--- src/rtl/ram_prefix_scan_pkg.sv ---
// Shared state encoding and depth helper for the in-place RAM prefix-sum scanner.
package ram_prefix_scan_pkg;

  typedef enum logic [1:0] {
    S_IDLE  = 2'd0,
    S_READ  = 2'd1,
    S_WRITE = 2'd2,
    S_DONE  = 2'd3
  } state_e;

  function automatic int unsigned last_addr(input int unsigned addr_width);
    return (32'd1 << addr_width) - 32'd1;
  endfunction

endpackage

--- src/rtl/ram_prefix_acc.sv ---
// Running-sum adder and write-data select for the prefix scanner.
// RAM_PREFIX_SCAN_SATURATE_EN clamps written words to all-ones instead of truncating.
module ram_prefix_acc #(
  parameter int unsigned DATA_WIDTH = 8,
  parameter int unsigned ADDR_WIDTH = 4
) (
  input  logic [DATA_WIDTH+ADDR_WIDTH-1:0] acc_i,
  input  logic [DATA_WIDTH-1:0]            q_i,
  output logic [DATA_WIDTH+ADDR_WIDTH-1:0] sum_o,
  output logic [DATA_WIDTH-1:0]            data_o
);

  localparam int unsigned AccWidth = DATA_WIDTH + ADDR_WIDTH;

  assign sum_o = acc_i + AccWidth'(q_i);

`ifdef RAM_PREFIX_SCAN_SATURATE_EN
  // Any bit above the word width means the sum no longer fits.
  assign data_o = (|sum_o[AccWidth-1:DATA_WIDTH]) ? '1 : sum_o[DATA_WIDTH-1:0];
`else
  assign data_o = sum_o[DATA_WIDTH-1:0];
`endif

endmodule

--- src/rtl/ram_prefix_scan.sv ---
// Walks every RAM word and overwrites it in place with the running prefix sum.
// Optional saturation of written words: RAM_PREFIX_SCAN_SATURATE_EN (see ram_prefix_acc).
module ram_prefix_scan
  import ram_prefix_scan_pkg::*;
#(
  parameter int unsigned DATA_WIDTH = 8,
  parameter int unsigned ADDR_WIDTH = 4
) (
  input  logic                            clk,
  input  logic                            rst,
  input  logic                            start,
  output logic [ADDR_WIDTH-1:0]           read_addr,
  output logic [ADDR_WIDTH-1:0]           write_addr,
  output logic                            we,
  output logic [DATA_WIDTH-1:0]           data,
  input  logic [DATA_WIDTH-1:0]           q,
  output logic                            busy,
  output logic                            done,
  output logic [DATA_WIDTH+ADDR_WIDTH-1:0] total
);

  localparam int unsigned AccWidth = DATA_WIDTH + ADDR_WIDTH;
  localparam logic [ADDR_WIDTH-1:0] LAST_ADDR = ADDR_WIDTH'(last_addr(ADDR_WIDTH));

  state_e                state_q, state_d;
  logic [ADDR_WIDTH-1:0] idx_q, idx_d;
  logic [AccWidth-1:0]   acc_q, acc_d;
  logic [AccWidth-1:0]   total_q, total_d;
  logic [AccWidth-1:0]   sum_n;
  logic [DATA_WIDTH-1:0] sum_data;

  ram_prefix_acc #(
    .DATA_WIDTH(DATA_WIDTH),
    .ADDR_WIDTH(ADDR_WIDTH)
  ) u_acc (
    .acc_i (acc_q),
    .q_i   (q),
    .sum_o (sum_n),
    .data_o(sum_data)
  );

  always_comb begin
    state_d = state_q;
    idx_d   = idx_q;
    acc_d   = acc_q;
    total_d = total_q;
    unique case (state_q)
      S_IDLE: begin
        if (start) begin
          state_d = S_READ;
          idx_d   = '0;
          acc_d   = '0;
        end
      end
      S_READ: state_d = S_WRITE;
      S_WRITE: begin
        acc_d = sum_n;
        // Stop on the last address so idx never wraps inside a scan.
        if (idx_q == LAST_ADDR) begin
          state_d = S_DONE;
        end else begin
          idx_d   = idx_q + ADDR_WIDTH'(1);
          state_d = S_READ;
        end
      end
      S_DONE: begin
        total_d = acc_q;
        state_d = S_IDLE;
      end
      default: state_d = S_IDLE;
    endcase
  end

  always_ff @(posedge clk or posedge rst) begin
    if (rst) begin
      state_q <= S_IDLE;
      idx_q   <= '0;
      acc_q   <= '0;
      total_q <= '0;
    end else begin
      state_q <= state_d;
      idx_q   <= idx_d;
      acc_q   <= acc_d;
      total_q <= total_d;
    end
  end

  // Outputs decode only registered state; reset drops we asynchronously.
  always_comb begin
    read_addr  = idx_q;
    write_addr = idx_q;
    we         = (state_q == S_WRITE);
    busy       = (state_q == S_READ) || (state_q == S_WRITE);
    done       = (state_q == S_DONE);
    data       = (state_q == S_WRITE) ? sum_data : '0;
    total      = total_q;
  end

endmodule

--- config.mk ---
export PLATFORM = sky130hd
export DESIGN_NAME = ram_prefix_scan
export DESIGN_NICKNAME = d
export VERILOG_FILES = /design/src/rtl/ram_prefix_scan_pkg.sv /design/src/rtl/ram_prefix_acc.sv /design/src/rtl/ram_prefix_scan.sv
export SDC_FILE = /design/constraint.sdc
export NUM_CORES = 1
export LEC_CHECK = 0
export CORE_UTILIZATION = 49
export CTS_BUF_LIST = sky130_fd_sc_hd__clkbuf_4
export DETAILED_ROUTE_END_ITERATION = 7
export GPL_TIMING_DRIVEN = 0
export PLACE_DENSITY_LB_ADDON = 0.05
export SETUP_SLACK_MARGIN = 0.3
export SLEW_MARGIN = 15
export SYNTH_ARGS = -nofsm -noshare
export SYNTH_HDL_FRONTEND = slang
export SYNTH_SLANG_ARGS = --single-unit
export TNS_END_PERCENT = 20
--- constraint.sdc ---
create_clock -name clk -period 5.9 [get_ports clk]
set_input_delay 0.885 -clock clk [delete_from_list [all_inputs] [get_ports clk]]
set_output_delay 0.885 -clock clk [all_outputs]
set_load 0.05 [all_outputs]
==> implementation parameters, run 1 <==
Parameter                              Value

Drt
  Initial DRC count ... 41
  Detailed-route wire length ... 3670 um
  Vias per cell ... 5.34
  Average wire length per cell after detail routing ... 13.8 um
  DRC violation count after routing ... 0
  Number of detailed-route iterations in the first pass ... 4
  Via count ... 1414
  ANT nets after route ... 0

Final layout
  Fillcell total ... 284
  Final standard cell area without fillers ... 2350 um^2
  Synthesis-to-layout area growth ... 30.5%
  Area taken by multi-input logic gates ... 918 um^2
  Sequential Area ... 751 um^2
  Final antenna diode count ... 0
  Leading cell types in the layout, fill and taps excluded ... 41 x clkdlybuf4s50_1, 30 x dfrtp_1, 13 x mux2_2
  Fraction of layout instances using a drive strength above 1 ... 17.8%
  Most common library cell in the layout ignoring fill and taps ... clkdlybuf4s50_1
  Number of nets in the layout ... 242
  Filler-free cell count of the finished design ... 265

Synthesis
  Count of mapped cells out of synthesis ... 170
  Post-synth ARST share ... 100%
  Predominant post-synthesis flop cell ... dfrtp_1
  Post-synth EDFFs ... 0
  Post-Syn Nets ... 194
  Synth Area in XOR/XNOR ... 1.94%
  Sequential element share of the synthesized area ... 41.6%
  Post-synthesis compound-gate area fraction ... 16.4%
  Basic-gate share of the synthesized area counting and, or, nand and nor cells ... 12.0%
  Combinational family with the most area after synthesis ... compound AO/OA/AOI/OAI gates
  Distinct cell type count after synthesis ... 44
  Synthesis-stage register bit count ... 30
  Share of cell area taken by muxes after synthesis ... 11.2%
  Post-synthesis adder-cell area fraction ... 9.44%
  Area share of the largest cell type after synthesis ... 41.6%
  Syn Std Cell Area ... 1800 um^2
  Avg Cell Area, Syn ... 10.6 um^2
  Area leader, netlist ... dfrtp_1
  Yosys warns ... 0
  Top cells by area, synth ... dfrtp_1 42%, ha_1 8.3%, mux2_2 8.1%

Flow run
  Max-cap check violation count ... 0

Placement
  Total of buffers placed on input and output ports ... 41
  Post-detailed-placement half-perimeter wirelength ... 2780 um
  Global placer's final weighted congestion ... 0.813
  Area of placed instances ... 2270 um^2
  Cell Count Post-Placement ... 257

Global routing
  Largest net degree at the start of global routing ... 31
  Initial antenna violation count ... 0
  Grt ovf ... 0
  Total global-route track usage ... 20.3%
  Wire length of the first global-routing pass ... 6170 um
  Via count of the first global-routing pass ... 1356

Setup path
  Critical path fanouts, max ... 3
  Worst setup path class ... in2out
  Critical Path RT ... 5.02 ns
  Kind of start point of the critical path ... input port
  Sort of element at the end of the critical path ... output port
  Crit path arrival time ... 3.72 ns

STA
  TNS Setup ... 0 ns
  Number of failing setup endpoints in the final timing report ... 0
  Fmax achieved ... 217 MHz
  Setup repair after global routing missed its margin ... no
  Worst Hold Margin ... 0.511 ns
  Tightest slew margin relative to the limit ... 57.3%
  Tcrit/Tclk final ... 78.0%
  Setup Skew ... 0.0136 ns
  Max-slew violations ... 0
  Period minus WS final ... 4.60 ns
  Number of hold violations in the final report ... 0
  Slew of the pin with the lowest slew margin ... 0.641 ns

Clocking
  Resized cells post-CTS ... 0
  Clock latency on the worst-skew pair ... 0.34 ns
  CTS root buf ... clkbuf_4
  Number of sinks handled by clock tree synthesis ... 30
  Maximum root-to-sink buffer count ... 2
  CTS clock-pin slew for the worst setup and hold paths ... 0.09 ns
  Number of buffers inserted during clock tree synthesis ... 5
  CTS tree ... yes
  H-Tree Depth ... 2
  Post-CTS repair timing setup buffer count ... 0
  Number of buffers inserted by hold repair at cts ... 0

Hold path
  Class of the tightest hold or removal check ... reg2reg

Floorplanning
  Horizontal die dimension ... 62.7 um
  Cell row count ... 21
  Vert. Die Dim ... 62.7 um
  Starting Density ... 52.4%
  Die area ... 3930 um^2
  Count of boundary I/O pins ... 42
  Core area ... 3440 um^2

Pwr
  Leak ... 1.15 nW
  Ratio of total power to cell area ... 526 nW/um^2
  Maximum ir drop on the vdd rail ... 0.335 mV

Run status
  Result of the run ... finished clean
==> where the power goes <==
group          switching, mW  internal, mW  leakage, nW  total (mW)
Sequential            0.0440         0.263        0.406       0.307
Combinational          0.460         0.300        0.698       0.760
Clock                 0.0712        0.0990       0.0463       0.170
Total                  0.575         0.662         1.15        1.24
==> cells in the mapped netlist, types with 2 or more instances <==
master / number
a21o_1: 3
nand2b_1: 2
a22o_1: 7
a211oi_1: 3
nand2_1: 7
a21oi_1: 10
nor3_1: 4
buf_2: 2
dfrtp_1: 30
and2_1: 6
o21ai_0: 2
mux2_2: 13
o211ai_1: 2
o21a_1: 3
inv_1: 7
a211o_1: 2
buf_4: 12
mux2_1: 4
and3_1: 3
nor2_1: 11
ha_1: 12
xor2_1: 3
==> metal layers <==
layer	track usage, %	vias up	part of all wire, %	routed length, um
met2	36.0	40	50	1820
met4	5.81	0	1.2	45
met1	23.7	669	45	1650
met5	0	-	0	0
li1	-	700	-	-
met3	5.84	5	4.3	156
==> worst max-delay path, cell delays in order <==
cell and delay, ns:
clkdlybuf4s50_1 0.41, ha_1 0.25, fa_1 0.43, a21o_1 0.20
a22o_1 0.24, nor2_1 0.12, xnor2_1 0.15, and2_1 0.15
buf_4 0.09, clkdlybuf4s50_1 0.78
==> flip-flops by register name (all words and copies together) (netlist names) <==
signal / cells
acc_q: 12
state_q: 2
read_addr: 4
total: 12
==> cell families after synthesis <==
| family | after synthesis |
|---|---|
| fa+ha+maj | 13 |
| buf+inv | 23 |
| simple gates | 41 |
| compound gates | 41 |
| mux | 18 |
| xor+xnor | 4 |
| flops | 30 |
==> path summary, 6_finish.rpt <==
path | startpoint | endpoint | slack [ns] | cells after the start
worst max-delay path | q[0] | data[6] | 1.30 | 10
worst min-delay path | total[5] | total[5] | 0.51 | 1
worst max register to register | acc_q[0] | acc_q[10] | 3.57 | 7
worst min register to register | total[5] | total[5] | 0.51 | 1
max in group asynchronous | rst | acc_q[4] | 4.55 | 2
min in group asynchronous | rst | acc_q[10] | 0.94 | 2
==> through the flow <==
step                util (%)  setup slack, ns  total power, mW
global route            68.4             1.19             1.32
detailed placement      66.0             1.32             1.07
CTS                     68.4             1.31             1.25
floorplan                  -             2.56            0.872
finish                  68.4             1.30             1.24
global placement        66.0             1.34             1.06
==> layout make-up <==
class,count,share of cell area [%]
plain buffers,16,4.57
clock inverters,1,1.28
well taps,46,2.45
multi-input cells,117,39.0
flip-flops and latches,30,31.9
repair buffers,41,17.4
clock buffers,7,2.23
inverters,7,1.12
Note: power is estimated with default switching activity, not from simulation.
==> inputs of run 2 (changes only) <==
Settings changed: CORE_UTILIZATION 49 to 47.
Clock period 5.9 ns to 3.7 ns, I/O delays scaled along.
==> run 2 against run 1 <==
Die area increased by 4.1%. Cell area fell by 1.4%. Non-clock buffer count did not move. Clock power is 15% higher. Worst hold slack improved by 0.0012 ns. Critical endpoint is now data[4]. Largest power group unchanged. Highest routed layer unchanged.
==> implementation parameters, run 2 (synthesis gave the netlist of run 1 again) <==
Parameter                              Value

Drt
  Detailed-route wire length ... 3820 um (+4.3%)
  Number of detailed-route iterations in the first pass ... 4 (unchanged)
  Via count ... 1439 (+1.8%)
  Vias per cell ... 5.39 (+1.0%)
  DRC violation count after routing ... 0 (unchanged)
  Initial DRC count ... 53 (+29%)
  ANT nets after route ... 0 (unchanged)
  Average wire length per cell after detail routing ... 14.3 um (+3.5%)

Final layout
  Leading cell types in the layout, fill and taps excluded ... 36 x clkdlybuf4s50_1, 30 x dfrtp_1, 13 x mux2_2
  Sequential Area ... 751 um^2 (unchanged)
  Area taken by multi-input logic gates ... 918 um^2 (unchanged)
  Most common library cell in the layout ignoring fill and taps ... clkdlybuf4s50_1
  Filler-free cell count of the finished design ... 267 (+0.75%)
  Synthesis-to-layout area growth ... 28.7%
  Fillcell total ... 323 (+14%)
  Fraction of layout instances using a drive strength above 1 ... 17.8% (unchanged)
  Number of nets in the layout ... 242 (unchanged)
  Final antenna diode count ... 0 (unchanged)

Floorplanning
  Die area ... 4090 um^2 (+4.1%)
  Horizontal die dimension ... 63.9 um (+2.0%)
  Vert. Die Dim ... 63.9 um (+2.0%)
  Count of boundary I/O pins ... 42 (unchanged)
  Core area ... 3660 um^2 (+6.4%)
  Cell row count ... 22 (+4.8%)
  Starting Density ... 49.2% (-3.1 points)

Placement
  Cell Count Post-Placement ... 259 (+0.78%)
  Post-detailed-placement half-perimeter wirelength ... 2880 um (+3.6%)
  Total of buffers placed on input and output ports ... 41 (unchanged)
  Global placer's final weighted congestion ... 0.852 (+4.8%)

Global routing
  Grt ovf ... 0 (unchanged)
  Largest net degree at the start of global routing ... 31 (unchanged)
  Wire length of the first global-routing pass ... 6670 um (+8.1%)
  Via count of the first global-routing pass ... 1493 (+10%)
  Initial antenna violation count ... 0 (unchanged)
  Total global-route track usage ... 21.6% (+1.2 points)

Pwr
  Internal Dissipation ... 0.966 mW (+46%)
  Clock network fraction of design power ... 10.3% (-3.5 points)
  Ratio of total power to cell area ... 814 nW/um^2 (+55%)
  Net Sw Frac ... 48.9% (+2.4 points)
  Comb pwr share ... 63.9% (+2.5 points)
  Leak ... 1.17 nW (+1.6%)
  Design Power ... 1.89 mW (+53%)
  Total net switching power ... 0.924 mW (+60%)
  Relative contribution of sequential cells to total power ... 25.8% (+1.0 points)
  Maximum ir drop on the vdd rail ... 0.536 mV (+60%)

STA
  Tcrit/Tclk final ... 93.2%
  Number of hold violations in the final report ... 0 (unchanged)
  Tightest slew margin relative to the limit ... 57.5% (+0.24 points)
  Fmax achieved ... 290 MHz
  Max-slew violations ... 0 (unchanged)
  Setup Skew ... 0.0102 ns (-0.00341 ns)
  Worst Hold Margin ... 0.512 ns (+0.00119 ns)
  Period minus WS final ... 3.45 ns
  Number of failing setup endpoints in the final timing report ... 0 (unchanged)
  Setup repair after global routing missed its margin ... yes
  Slew of the pin with the lowest slew margin ... 0.633 ns (-0.00790 ns)

Setup path
  Critical register-to-register path endpoint ... acc_q[10]
  Critical path fanouts, max ... 3 (unchanged)
  Cells on worst reg2reg path ... 7 (unchanged)
  Internal reg-to-reg setup slack ... 1.35 ns (-2.22 ns)
  Crit Reg-Reg Startpoint ... acc_q[0]
  Kind of start point of the critical path ... input port
  Crit path arrival time ... 2.89 ns (-0.83 ns)
  Worst setup path class ... in2out
  Sort of element at the end of the critical path ... output port
  Critical Path RT ... 3.14 ns (-1.88 ns)

Hold path
  Hold wc startpoint ... total[4]
  Number of stages on the worst hold path ... 1 (unchanged)
  Class of the tightest hold or removal check ... reg2reg
  Destination of the worst hold path ... total[4]

Flow run
  Max-cap check violation count ... 0 (unchanged)

Clocking
  CTS root buf ... clkbuf_4
  Number of buffers inserted by hold repair at cts ... 0 (unchanged)
  CTS tree ... yes
  Post-CTS repair timing setup buffer count ... 0 (unchanged)
  H-Tree Depth ... 2 (unchanged)
  CTS clock-pin slew for the worst setup and hold paths ... 0.09 ns (about the same)
  Number of buffers inserted during clock tree synthesis ... 5 (unchanged)
  Maximum root-to-sink buffer count ... 2 (unchanged)
  Clock latency on the worst-skew pair ... 0.34 ns (about the same)
  Number of sinks handled by clock tree synthesis ... 30 (unchanged)

Run status
  Result of the run ... finished clean
[run 2: how the worst max path moves through the flow]
stage | from | slack [ns] | endpoint | depth (start not counted)
2_1_floorplan | q[0] | 1.02 | data[6] | 8
3_3_place_gp | q[0] | -0.20 | data[6] | 10
3_5_place_dp | q[0] | -0.23 | data[6] | 10
4_1_cts | q[0] | 0.25 | data[4] | 8
5_1_grt | q[0] | 0.13 | data[4] | 8
6_report | q[0] | 0.25 | data[4] | 8
[run 2: stage by stage]
step | setup TNS (ns) | instance area [um^2] | utilization, % | setup WS [ns]
after floorplan | 0 | 1800 | - | 1.02
after CTS | 0 | 2320 | 63.3 | 0.246
after global placement | -0.197 | 2270 | 62.1 | -0.197
after global routing | 0 | 2320 | 63.4 | 0.129
after detailed placement | -0.253 | 2270 | 62.1 | -0.231
final | 0 | 2320 | 63.4 | 0.253
[run 2: power groups by stage]
stage	clock network, mW	registers, mW	logic [mW]
2_1_floorplan	0	0.647	0.744
3_3_place_gp	0	0.490	1.20
3_5_place_dp	0	0.496	1.22
4_1_cts	0.204	0.489	1.22
5_1_grt	0.215	0.504	1.29
6_report	0.196	0.488	1.21
[run 2: what timing repair did]
action / 4_1_cts / 5_1_grt
gates resized for setup: 8 / 1
pin swaps: 0 / 0
cloned: 0 / 0
endpoints found under the setup margin: 6 / 6
[run 2: final cells by class]
class | count | area share (%)
multi-input combinational | 117 | 39.6
sequential | 30 | 32.3
timing repair buffer | 41 | 17.4
buffer | 16 | 4.64
tap | 48 | 2.59
clock buffer | 6 | 1.94
inverter | 7 | 1.13
clock inverter | 2 | 0.377
[run 2: layer usage]
metal  vias up  track usage (%)  wire length [um]
met5         -                0                 0
met4         0             9.94                72
met3         8             5.71               201
met2        40             37.9              1960
met1       692             24.1              1590
li1        699                -                 -
[run 2: worst max-delay path, cell delays in order]
cell and delay [ns]:
clkdlybuf4s50_1 0.42, ha_1 0.25, fa_1 0.43, a211o_1 0.27
o211ai_1 0.12, and3b_1 0.22, buf_4 0.11, dlygate4sd2_1 0.51
==> inputs of run 3 (changes only) <==
Settings changed: CORE_UTILIZATION 47 to 49.
Clock period 3.7 ns to 3.6 ns, I/O delays scaled along.
==> run 3 against run 2 <==
Worst hold slack lost 0.0012 ns. Combinational power about the same. Cell area is 0.75% higher. Cell count fell by 0.75%. Global-route usage down 1.2 points. Sequential power increased by 3%. Worst setup slack worse by 0.0018 ns. Largest power group unchanged. Critical path depth unchanged. Count of clock-buffer cells in the layout grew 1. Highest routed layer unchanged. Clock power is 42% higher. Critical endpoint is now data[3].
==> implementation parameters, run 3 (synthesis gave the netlist of run 1 again) <==
Parameter                              Value

Flow run
  Max-cap check violation count ... 0 (unchanged)

Final layout
  Fillcell total ... 289 (-11%)
  Filler-free cell count of the finished design ... 265 (-0.75%)
  Most common library cell in the layout ignoring fill and taps ... clkdlybuf4s50_1
  Fraction of layout instances using a drive strength above 1 ... 19.2% (+1.4 points)
  Final standard cell area without fillers ... 2340 um^2 (+0.75%)
  Leading cell types in the layout, fill and taps excluded ... 36 x clkdlybuf4s50_1, 30 x dfrtp_1, 13 x mux2_2
  Final antenna diode count ... 0 (unchanged)
  Number of nets in the layout ... 242 (unchanged)
  Synthesis-to-layout area growth ... 29.7%

Pwr
  Relative contribution of sequential cells to total power ... 25.0% (-0.8 points)
  Design Power ... 2.02 mW (+6.6%)
  Net Sw Frac ... 46.8% (-2.1 points)
  Comb pwr share ... 61.2% (-2.7 points)
  Clock network fraction of design power ... 13.8% (+3.5 points)
  Leak ... 1.16 nW (-0.55%)
  Ratio of total power to cell area ... 862 nW/um^2 (+5.8%)
  Maximum ir drop on the vdd rail ... 0.548 mV (+2.1%)
  Internal Dissipation ... 1.07 mW (+11%)
  Total net switching power ... 0.943 mW (+2.1%)

Setup path
  Critical Path RT ... 3.06 ns (-0.08 ns)
  Worst setup path class ... in2out
  Cells on worst reg2reg path ... 7 (unchanged)
  Sort of element at the end of the critical path ... output port
  Crit path arrival time ... 2.81 ns (-0.08 ns)
  Max stage delay cell, worst path ... clkdlybuf4s50_1
  Kind of start point of the critical path ... input port
  Largest incremental delay on the critical path ... 0.78 ns (+0.27 ns)
  Crit Reg-Reg Startpoint ... acc_q[0]
  Cells along the critical path ... clkdlybuf4s50_1, ha_1, a211o_1, nand2_1, nand2_1, nor2_1, buf_4, clkdlybuf4s50_1
  Start point of the critical path ... q[1]
  Critical path fanouts, max ... 2 (-1)

Clocking
  Number of sinks handled by clock tree synthesis ... 30 (unchanged)
  Post-CTS repair timing setup buffer count ... 0 (unchanged)
  Number of buffers inserted during clock tree synthesis ... 5 (unchanged)
  Maximum root-to-sink buffer count ... 2 (unchanged)
  Clock latency on the worst-skew pair ... 0.34 ns (about the same)
  H-Tree Depth ... 2 (unchanged)
  CTS tree ... yes
  CTS root buf ... clkbuf_4
  CTS clock-pin slew for the worst setup and hold paths ... 0.09 ns (about the same)

Placement
  Global placer's final weighted congestion ... 0.813 (-4.6%)
  Cell Count Post-Placement ... 257 (-0.77%)
  Area of placed instances ... 2270 um^2 (-0.11%)
  Post-detailed-placement half-perimeter wirelength ... 2780 um (-3.4%)
  Total of buffers placed on input and output ports ... 41 (unchanged)

Global routing
  Grt ovf ... 0 (unchanged)
  Wire length of the first global-routing pass ... 6180 um (-7.4%)
  Via count of the first global-routing pass ... 1356 (-9.2%)
  Total global-route track usage ... 20.4% (-1.2 points)
  Initial antenna violation count ... 0 (unchanged)
  Largest net degree at the start of global routing ... 31 (unchanged)

Drt
  Average wire length per cell after detail routing ... 13.8 um (-3.2%)
  Detailed-route wire length ... 3670 um (-4.0%)
  Number of detailed-route iterations in the first pass ... 4 (unchanged)
  Via count ... 1414 (-1.7%)
  Initial DRC count ... 41 (-23%)
  Vias per cell ... 5.34 (-1.0%)
  ANT nets after route ... 0 (unchanged)
  DRC violation count after routing ... 0 (unchanged)

Hold path
  Class of the tightest hold or removal check ... reg2reg
  Number of stages on the worst hold path ... 1 (unchanged)
  Hold wc startpoint ... total[5]

Floorplanning
  Cell row count ... 21 (-4.5%)
  Core area ... 3440 um^2 (-6.0%)
  Die area ... 3930 um^2 (-3.9%)
  Horizontal die dimension ... 62.7 um (-2.0%)
  Count of boundary I/O pins ... 42 (unchanged)
  Vert. Die Dim ... 62.7 um (-2.0%)
  Starting Density ... 52.4% (+3.1 points)

STA
  Number of hold violations in the final report ... 0 (unchanged)
  Max-slew violations ... 0 (unchanged)
  Setup repair after global routing missed its margin ... yes
  Number of failing setup endpoints in the final timing report ... 0 (unchanged)
  Fmax achieved ... 299 MHz
  Setup Skew ... 0.0136 ns (+0.00341 ns)
  Slew of the pin with the lowest slew margin ... 0.640 ns (+0.00761 ns)
  Tcrit/Tclk final ... 93.0%
  Worst Hold Margin ... 0.511 ns (-0.00119 ns)
  Period minus WS final ... 3.35 ns
  Tightest slew margin relative to the limit ... 57.3% (-0.22 points)

Run status
  Result of the run ... finished clean
==> run 3: cell count changes in the layout (fill, tap and decap cells not counted), sizes merged <==
cell and delta:
buf -1, dlymetal6s2s -1, bufinv +1, clkinv -2
dlygate4sd2 -1, clkbuf +4
==> run 3: per-layer routing <==
metal,routed length (um),global-route usage (%)
met3,160,5.84
met1,1650,23.7
met2,1820,36.1
met5,0,0
met4,45,5.81
==> run 3: stage by stage <==
stage	TNS (ns)	worst slack, ns	util [%]
CTS	0	0.209	68.1
finish	0	0.251	67.9
global route	0	0.153	67.9
global placement	-0.367	-0.265	66.0
floorplan	0	0.945	-
detailed placement	-0.464	-0.292	66.0
==> run 3: power groups by stage <==
stage	logic (mW)	clock network, mW	registers [mW]
6_report	1.23	0.279	0.503
5_1_grt	1.33	0.299	0.520
4_1_cts	1.24	0.282	0.505
3_5_place_dp	1.25	0	0.512
3_3_place_gp	1.23	0	0.504
2_1_floorplan	0.765	0	0.665
==> run 3: what timing repair did <==
action	4_1_cts	5_1_grt
resized for setup	10	4
hold buffers	0	0
endpoints found under the setup margin	6	6
==> run 3: layout make-up <==
cell class / instances / area (um^2) / area share (%)
sequential: 30 / 751 / 32.1
inverter: 7 / 26.3 / 1.12
clock inverter: 1 / 30.0 / 1.28
tap: 46 / 57.6 / 2.46
buffer: 16 / 108 / 4.60
multi-input combinational: 117 / 918 / 39.3
clock buffer: 7 / 52.6 / 2.25
timing repair buffer: 41 / 395 / 16.9
==> run 3: critical path, delay by kind of cell <==
| kind | cells | cell delay (ns) |
|---|---|---|
| buf+inv | 3 | 1.36 |
| simple gates | 3 | 0.29 |
| fa+ha+maj | 1 | 0.33 |
| compound gates | 1 | 0.27 |
==> run 3: final timing paths <==
kind | end | slack, ns
setup / recovery | data[3] | 0.25
hold / removal | total[5] | 0.51
setup reg to reg | acc_q[10] | 1.27
hold reg to reg | total[5] | 0.51
max in group asynchronous | acc_q[4] | 2.59
min in group asynchronous | acc_q[10] | 0.60
==> RTL change (config.mk and constraints of run 2) <==
`DATA_WIDTH` is set to 8 in 2 places; all go to 10.
--- a/src/rtl/ram_prefix_acc.sv
+++ b/src/rtl/ram_prefix_acc.sv
@@ -2,5 +2,5 @@
 // RAM_PREFIX_SCAN_SATURATE_EN clamps written words to all-ones instead of truncating.
 module ram_prefix_acc #(
-  parameter int unsigned DATA_WIDTH = 8,
+  parameter int unsigned DATA_WIDTH = 10,
   parameter int unsigned ADDR_WIDTH = 4
 ) (
--- a/src/rtl/ram_prefix_scan.sv
+++ b/src/rtl/ram_prefix_scan.sv
@@ -4,5 +4,5 @@
   import ram_prefix_scan_pkg::*;
 #(
-  parameter int unsigned DATA_WIDTH = 8,
+  parameter int unsigned DATA_WIDTH = 10,
   parameter int unsigned ADDR_WIDTH = 4
 ) (
Ports: changed (resized data, q and total); port bits go from 42 to 48. No check against the original RTL was run, so the function may have changed too.
==> RTL change against run 2 <==
Sequential power increased by 17%. Area after synthesis increased by 12%. Routed wire length increased by 5.2%. Clock skew increased by 0.0049 ns. Final area increased by 12%. Maximum frequency increased by 0.60%. Sequential cell count increased by 4. Setup slack improved by 0.021 ns. Power increased by 23%.
==> RTL change: results (changes against run 2) <==
most frequent cells after synthesis = dfrtp_1, mux2_2, nand2_1, buf_4, ha_1
CP top delay family = compound AO/OA/AOI/OAI gates
critical path arrival = 2.87 ns (-0.02 ns)
synthesized-area fraction occupied by adder cells = 0.09642 (+0.002036)
Clk pin slew, worst setup/hold paths = 0.11 ns (+0.02 ns)
placed cell count = 294 (+14%)
Met1 Wirelength = 1912 µm (+21%)
reg2reg end = acc_q[12]$_DFFE_PP0P_
share of layout cells above drive strength 1 = 0.2205 (+0.04239)
met1 Track Usage GR = 0.2614 (+0.02051)
run status = finished, final reports clean
met2 WL = 1898 µm (-3.2%)
dpl cell area = 2557 µm² (+12%)
final std cells w/o fill = 304 (+14%)
vias per cell = 5.174 (-4.0%)
Worst path max stage delay = 0.41 ns (-0.10 ns)
Peak VDD IR = 0.4292 mV (-20%)
Synth cell types = 38 (-14%)
Synth area leaders = dfrtp_1, mux2_2, ha_1
clock network power share = 0.087 (-0.016)
syn nets = 225 (+16%)
FILL cells = 363 (+12%)
met2 usage = 0.3379 (-0.04112)
Psw = 1.157 mW (+25%)
Final Util = 0.6432 (+0.009261)
largest net degree at the start of global routing = 35 (+13%)
FF-to-FF path depth = 9 (+2)
synthesized area per cell = 10.28 µm² (-3.1%)
Synth Area in XOR/XNOR = 0.02596 (+0.006527)
Pleak = 1.253 nW (+7.3%)
sequential share of the synthesized area = 0.4203 (+0.003894)
post-route total power = 2.327 mW (+23%)
Layout Nets = 281 (+16%)
PortBufs = 47 (+15%)
mux cell area share after synthesis = 0.1001 (-0.01160)
==> RTL change: cell count changes after synthesis, moves of 5 or more <==
cell | before | now
mux2_2 | 13 | 18
o21ai_0 | 2 | 10
nand2_1 | 7 | 15
a22o_1 | 7 | 1
==> RTL change: area by class of cell <==
class | instances | share of cell area
inverters | 8 | 0.01151
flip-flops and latches | 34 | 0.3260
plain buffers | 20 | 0.04938
repair buffers | 49 | 0.1788
well taps | 50 | 0.02397
multi-input cells | 135 | 0.3897
clock inverters | 3 | 0.006232
clock buffers | 5 | 0.01438
==> RTL change: worst max path at each step <==
| stage | endpoint | slack [ns] | depth (start not counted) | start |
|---|---|---|---|---|
| 3_3_place_gp | data[8] | -0.37 | 12 | q[0] |
| 2_1_floorplan | data[9] | 0.94 | 8 | q[3] |
| 6_report | data[9] | 0.27 | 10 | q[3] |
| 4_1_cts | data[7] | 0.26 | 10 | q[3] |
| 3_5_place_dp | data[8] | -0.39 | 12 | q[0] |
| 5_1_grt | data[8] | 0.13 | 12 | q[0] |
